### src/rtl/spi_pkg.sv
// Shared definitions for the SPI master/slave pair.
package spi_pkg;

  localparam int unsigned SPI_N = 11;

  // Bit counter width; the count saturates at its maximum.
  localparam int unsigned CNT_W = 4;

  localparam logic SCLK_IDLE = 1'b0;
  localparam logic LOAD_IDLE = 1'b1;
  localparam logic MOSI_IDLE = 1'b0;

  typedef enum logic [1:0] {
    IDLE,
    SHIFT,
    DONE
  } spi_state_e;

  // Saturating increment of the bit counter.
  function automatic logic [CNT_W-1:0] cnt_sat_inc(input logic [CNT_W-1:0] c);
    return (c == {CNT_W{1'b1}}) ? c : c + {{(CNT_W-1){1'b0}}, 1'b1};
  endfunction

endpackage

### src/rtl/spi_sync.sv
// Single-bit synchroniser with one delay flop for edge detection.
module spi_sync #(
  parameter int unsigned STAGES  = 2,
  parameter logic        RST_VAL = 1'b0
) (
  input  logic clk,
  input  logic rst_n,
  input  logic d,
  output logic q,
  output logic rise,
  output logic fall
);

  logic [STAGES-1:0] r_sync;
  logic              r_dly;

  // Synchroniser chain plus edge-detect delay flop, reset to the idle level.
  always_ff @(posedge clk or negedge rst_n) begin
    if (!rst_n) begin
      r_sync <= {STAGES{RST_VAL}};
      r_dly  <= RST_VAL;
    end else begin
      r_sync <= {r_sync[STAGES-2:0], d};
      r_dly  <= r_sync[STAGES-1];
    end
  end

  assign q    = r_sync[STAGES-1];
  assign rise = q & ~r_dly;
  assign fall = ~q & r_dly;

endmodule

### src/rtl/spi_slave_rx.sv
// SPI slave receiver: oversamples SCLK/LOAD/MOSI on the system clock, captures an
// N-bit word per frame and shifts a reply word out on MISO.
module spi_slave_rx
  import spi_pkg::*;
#(
  parameter int unsigned N           = SPI_N,
  parameter int unsigned SYNC_STAGES = 2
) (
  input  logic         clk,
  input  logic         rst_n,
  input  logic         SCLK,
  input  logic         LOAD,
  input  logic         MOSI,
  input  logic [N-1:0] S_TX_DAT,
  output logic         MISO,
  output logic [N-1:0] S_RX_DAT,
  output logic         rx_vld,
  output logic         rx_err,
  output logic         busy
);

  localparam logic [CNT_W-1:0] CntN = CNT_W'(N);

  logic w_sclk_q, w_sclk_rise, w_sclk_fall;
  logic w_load_q, w_load_rise, w_load_fall;
  logic w_mosi_q, w_mosi_rise, w_mosi_fall;

  spi_sync #(.STAGES(SYNC_STAGES), .RST_VAL(SCLK_IDLE)) u_sync_sclk (
    .clk  (clk),
    .rst_n(rst_n),
    .d    (SCLK),
    .q    (w_sclk_q),
    .rise (w_sclk_rise),
    .fall (w_sclk_fall)
  );

  spi_sync #(.STAGES(SYNC_STAGES), .RST_VAL(LOAD_IDLE)) u_sync_load (
    .clk  (clk),
    .rst_n(rst_n),
    .d    (LOAD),
    .q    (w_load_q),
    .rise (w_load_rise),
    .fall (w_load_fall)
  );

  // Same depth as SCLK so the sampled data bit lines up with the clock edge.
  spi_sync #(.STAGES(SYNC_STAGES), .RST_VAL(MOSI_IDLE)) u_sync_mosi (
    .clk  (clk),
    .rst_n(rst_n),
    .d    (MOSI),
    .q    (w_mosi_q),
    .rise (w_mosi_rise),
    .fall (w_mosi_fall)
  );

  logic w_unused;
  assign w_unused = ^{w_sclk_q, w_mosi_rise, w_mosi_fall};

  spi_state_e       r_state, w_state_nxt;
  logic [N-1:0]     r_rx_sh, w_rx_sh_nxt;
  logic [N-1:0]     r_tx_sh, w_tx_sh_nxt;
  logic [CNT_W-1:0] r_cnt, w_cnt_nxt;
  logic [N-1:0]     r_rx_dat, w_rx_dat_nxt;
  logic             r_vld, w_vld_nxt;
  logic             r_err, w_err_nxt;
  logic             r_busy, w_busy_nxt;
  logic             r_miso, w_miso_nxt;
  logic             r_pend, w_pend_nxt;

  // After reset the synchronisers still hold idle levels. A slave reset in mid-frame
  // would otherwise see a false LOAD fall once they flush, so frames are only accepted
  // after the flush completes and LOAD has been seen idle.
  logic [SYNC_STAGES:0] r_flush;
  logic                 r_armed;
  logic                 w_start;

  // Post-reset flush tracker and arming flag.
  always_ff @(posedge clk or negedge rst_n) begin
    if (!rst_n) begin
      r_flush <= '0;
      r_armed <= 1'b0;
    end else begin
      r_flush <= {r_flush[SYNC_STAGES-1:0], 1'b1};
      r_armed <= r_armed | (r_flush[SYNC_STAGES] & w_load_q);
    end
  end

  // A LOAD fall seen during DONE is held in r_pend and honoured in IDLE.
  assign w_start = r_armed & (w_load_fall | r_pend);

  // State register.
  always_ff @(posedge clk or negedge rst_n) begin
    if (!rst_n) begin
      r_state <= IDLE;
    end else begin
      r_state <= w_state_nxt;
    end
  end

  // Next-state logic.
  always_comb begin
    w_state_nxt = r_state;
    unique case (r_state)
      IDLE:    if (w_start) w_state_nxt = SHIFT;
      SHIFT:   if (w_load_rise) w_state_nxt = DONE;
      DONE:    w_state_nxt = IDLE;
      default: w_state_nxt = IDLE;
    endcase
  end

  // Datapath and output next values; a bit arriving with the LOAD rise is still counted.
  always_comb begin
    w_rx_sh_nxt  = r_rx_sh;
    w_tx_sh_nxt  = r_tx_sh;
    w_cnt_nxt    = r_cnt;
    w_rx_dat_nxt = r_rx_dat;
    w_vld_nxt    = 1'b0;
    w_err_nxt    = 1'b0;
    w_busy_nxt   = r_busy;
    w_pend_nxt   = r_pend;
    unique case (r_state)
      IDLE: begin
        if (w_start) begin
          w_tx_sh_nxt = S_TX_DAT;
          w_rx_sh_nxt = '0;
          w_cnt_nxt   = '0;
          w_busy_nxt  = 1'b1;
          w_pend_nxt  = 1'b0;
        end
      end
      SHIFT: begin
        if (w_sclk_rise) begin
          w_rx_sh_nxt = {r_rx_sh[N-2:0], w_mosi_q};
          w_cnt_nxt   = cnt_sat_inc(r_cnt);
        end
        if (w_sclk_fall) begin
          w_tx_sh_nxt = {r_tx_sh[N-2:0], 1'b0};
        end
      end
      DONE: begin
        if (r_cnt == CntN) begin
          w_rx_dat_nxt = r_rx_sh;
          w_vld_nxt    = 1'b1;
        end else begin
          w_err_nxt = 1'b1;
        end
        w_busy_nxt = 1'b0;
        if (w_load_fall) w_pend_nxt = 1'b1;
      end
      default: begin
        w_busy_nxt = 1'b0;
      end
    endcase
    w_miso_nxt = w_busy_nxt & w_tx_sh_nxt[N-1];
  end

  // Datapath and registered outputs.
  always_ff @(posedge clk or negedge rst_n) begin
    if (!rst_n) begin
      r_rx_sh  <= '0;
      r_tx_sh  <= '0;
      r_cnt    <= '0;
      r_rx_dat <= '0;
      r_vld    <= 1'b0;
      r_err    <= 1'b0;
      r_busy   <= 1'b0;
      r_miso   <= 1'b0;
      r_pend   <= 1'b0;
    end else begin
      r_rx_sh  <= w_rx_sh_nxt;
      r_tx_sh  <= w_tx_sh_nxt;
      r_cnt    <= w_cnt_nxt;
      r_rx_dat <= w_rx_dat_nxt;
      r_vld    <= w_vld_nxt;
      r_err    <= w_err_nxt;
      r_busy   <= w_busy_nxt;
      r_miso   <= w_miso_nxt;
      r_pend   <= w_pend_nxt;
    end
  end

  assign MISO     = r_miso;
  assign S_RX_DAT = r_rx_dat;
  assign rx_vld   = r_vld;
  assign rx_err   = r_err;
  assign busy     = r_busy;

endmodule

### config.mk
export PLATFORM = sky130hd
export DESIGN_NAME = spi_slave_rx
export DESIGN_NICKNAME = d
export VERILOG_FILES = /design/src/rtl/spi_pkg.sv /design/src/rtl/spi_sync.sv /design/src/rtl/spi_slave_rx.sv
export SDC_FILE = /design/constraint.sdc
export NUM_CORES = 1
export LEC_CHECK = 0
export ABC_AREA = 1
export CAP_MARGIN = 20
export CORE_MARGIN = 2
export CORE_UTILIZATION = 45
export DETAILED_ROUTE_END_ITERATION = 12
export HOLD_SLACK_MARGIN = 0.12
export PLACE_DENSITY = 0.68
export SYNTH_ARGS = -nofsm -noshare
export SYNTH_HDL_FRONTEND = slang
export SYNTH_SLANG_ARGS = --single-unit
### constraint.sdc
create_clock -name clk -period 3.3 [get_ports clk]
set_clock_uncertainty 0.15 [all_clocks]
set_input_delay 0.495 -clock clk [delete_from_list [all_inputs] [get_ports clk]]
set_output_delay 0.495 -clock clk [all_outputs]
set_load 0.02 [all_outputs]
==> out/qor.csv <==
metric,value,unit
outcome,"complete, no violations",
GRT Total Usage,15.57,%
Via-to-Cell Ratio,4.690,
first-pass GRT wire length,6465,microns
maximum fanout along the worst path,2,
asr flop ratio synth,100.0,%
Synth Register Bits,56,
reg-to-reg setup timing slack,1.42,ns
"antenna viol nets, final",0,
Post-synth top flop,dfrtp_1,
Leak,1.231,nW
Slew @ Worst Pin,0.9460,ns
# diodes,0,
I/O Buffers,30,
Worst Reg-to-Reg Cells,7,
share of cells above drive strength 1,7.722,%
final setup fails,0,
reg2reg end,r_cnt[2]$_DFFE_PN0P_,
RSZ-0062 raised after global routing,no,
Final Hold Viols,0,
"Seq/Total Area, Yosys",63.63,%
Int Pwr,0.001174,W
Sw Pwr,0.0005525,W
Starting DRT DRC Count,144,
Reg power frac,51.0,%
worst hold slack,0.1782,ns
PostCTS Resize Cnt,0,
Synth Net Count,244,
Final HPWL DP,2556,microns
share of the synthesized area in the top cell type,60.06,%
Slew HR,36.93,%
Vias,1529,
Post-Syn Instances,227,
"Remaining Overflow, GRT",0,
Sink Count,56,
post-synthesis mux area share,0,%
GP Congestion,0.8119,
slowest CP cell,clkdlybuf4s50_1,
"EDFF count, synth",0,
Num CTS Buffers,5,
area growth from synthesis to layout,20.45,%
Bufs on Longest Clock Path,2,
Post-route DRC,0,
largest cells by area after synthesis,"dfrtp_1 60%, nand2_1 9.2%, nand3_1 8.4%, dfstp_2 3.6%, inv_1 3.6%",
vias in the first global route,1410,
Worst Setup SP,S_RX_DAT[7]$_DFFE_PN0P_,
initial core utilization,46.75,%
"Cell Area, Synth",2208,sq um
CP Capture Type,output port,
Clk pwr share,25.3,%
Power per Cell Area,649.0,nW/um^2
H-tree depth reported by CTS,2,
crit path buf inv count,1,
root buf cell,clkbuf_8,
max cap viols,0,
largest net degree at the start of global routing,45,
"Reg clk slew, reported paths",0.09,ns
post-synth top area cell,dfrtp_1,
cells along the critical path,clkdlybuf4s50_1,
cts hold-fix bufs,0,
CP Class,reg -> out,
Sw Share,32.00,%
top-count cell post-synth,nand2_1,
Routed Wire Length,3742,microns
Final #Nets,275,
post-CTS setup buffers,0,
clock tree from TritonCTS,done,
synth unique cells,27,
Worst Path Arrival,1.27,ns
die area,5484,sq um
I/O pin count,31,
end of the critical path,S_RX_DAT[7],
CP peak stage delay,0.60,ns
mean area per synthesized cell,9.728,sq um
Die Ht,74.06,microns
Hold Path Class,in -> async,
Crit path required time,2.65,ns
FMAX,0.5212,GHz
Logic pwr share,23.7,%
Slew Limit Fails,0,
Post-Synth Simple-Gate Area,21.98,%
Synth Area in XOR/XNOR,0.3966,%
setup TNS,0,ns
clk_lat worst skew,0.30,ns
Initial DRT Pass Iterations,4,
"IR drop worst, VDD",0.0003361,V
Core Region,4723,sq um
main combinational cell family by area after synthesis,simple AND/OR/NAND/NOR gates,
stages on the worst setup path,1,
Tcrit/Tclk final,58.15,%
Top delay family on crit path,buffers and inverters,
FP Rows,25,
die width,74.06,microns
Final min period,1.919,ns
initial antenna violation count,0,
CP startpoint kind,flop,
Post-Synth Adder-Cell Area,0.5666,%
DR WL/cell,11.48,microns
RR Startpoint,u_sync_load.r_dly$_DFF_PN1_,
Synth Area in Compound Gates,6.629,%
synth cell count leaders,"54 x nand2_1, 53 x dfrtp_1, 37 x nand3_1",
yosys warns,0,
-- power by group through the flow --
stage	Clock, W	Combinational (W)	Sequential [W]
final	0.000438	0.000409	0.000880
after detailed placement	0	0.000415	0.000893
after global routing	0.000479	0.000471	0.000893
after global placement	0	0.000404	0.000890
after floorplan	0	0.000308	0.000893
after CTS	0.000450	0.000417	0.000880
-- cells in the final DEF, fill, tap and decap left out --
cell type	instances
inv_4	1
nand2_2	1
inv_1	21
conb_1	1
clkinv_2	1
o32ai_1	1
a21o_1	1
nor2_1	8
nand2_1	54
bufinv_16	1
nor3_1	2
clkdlybuf4s50_1	29
nand3_2	2
a21oi_1	2
buf_4	2
xnor2_1	1
nand2_4	1
clkbuf_8	5
ha_1	1
o21ai_1	11
nand4_1	2
o21ai_0	13
buf_2	1
inv_2	1
dfstp_2	3
clkinvlp_4	1
nand3_1	37
nand3b_1	1
clkinv_1	1
dfrtp_1	53
-- area by class of cell --
type / count / area [sq um]
Inverter: 24 / 92.59
Sequential cell: 56 / 1405
Clock inverter: 3 / 42.54
Clock buffer: 5 / 68.82
Timing Repair Buffer: 32 / 310.3
Tap cell: 67 / 83.83
Multi-Input combinational cell: 139 / 656.9
Fill cell: 423 / 2063
-- routing by layer --
metal | up-vias | track usage, % | share of wire (%)
met3 | 4 | 3.659 | 2.9
met2 | 24 | 22.62 | 45
met1 | 706 | 22.57 | 50
met4 | 0 | 6.667 | 1.7
met5 | - | 0 | 0
li1 | 795 | - | -
-- metrics by stage --
step | util (%) | std cells | area, sq um | power, W | setup WS [ns]
after floorplan | - | 227 | 2208 | 0.001200 | 1.858
after global placement | 53.96 | 318 | 2549 | 0.001294 | 1.489
after detailed placement | 53.96 | 318 | 2549 | 0.001308 | 1.439
final | 56.32 | 326 | 2660 | 0.001726 | 1.381
after global routing | 56.32 | 326 | 2660 | 0.001844 | 1.238
after CTS | 56.32 | 326 | 2660 | 0.001746 | 1.361
-- cell families (layout without fill, tap and decap cells) --
family | after synthesis | after routing
compound gates | 28 | 28
xor+xnor | 1 | 1
fa+ha+maj | 1 | 1
buf+inv | 32 | 64
flops | 56 | 56
other cells | 1 | 1
simple gates | 108 | 108
-- sequential cells by signal, indices dropped and copies added (netlist names) --
register and count:
S_RX_DAT 11, r_rx_sh 11, r_tx_sh 11, r_cnt 4, r_flush 3, r_state 2
u_sync_load.r_sync 2, u_sync_mosi.r_sync 2, u_sync_sclk.r_sync 2, MISO 1, busy 1, r_armed 1
r_pend 1, rx_err 1, rx_vld 1, u_sync_load.r_dly 1, u_sync_sclk.r_dly 1
-- worst min-delay path by stage --
stage	start	end	slack, ns
floorplan	rst_n	MISO$_DFF_PN0_	0.05
global placement	u_sync_mosi.r_sync[0]$_DFF_PN0_	u_sync_mosi.r_sync[1]$_DFF_PN0_	0.18
detailed placement	u_sync_mosi.r_sync[0]$_DFF_PN0_	u_sync_mosi.r_sync[1]$_DFF_PN0_	0.19
CTS	rst_n	S_RX_DAT[5]$_DFFE_PN0P_	0.20
global route	u_sync_load.r_sync[0]$_DFF_PN1_	u_sync_load.r_sync[1]$_DFF_PN1_	0.22
finish	rst_n	S_RX_DAT[5]$_DFFE_PN0P_	0.18
No activity file was read; power rests on OpenSTA's default activity.
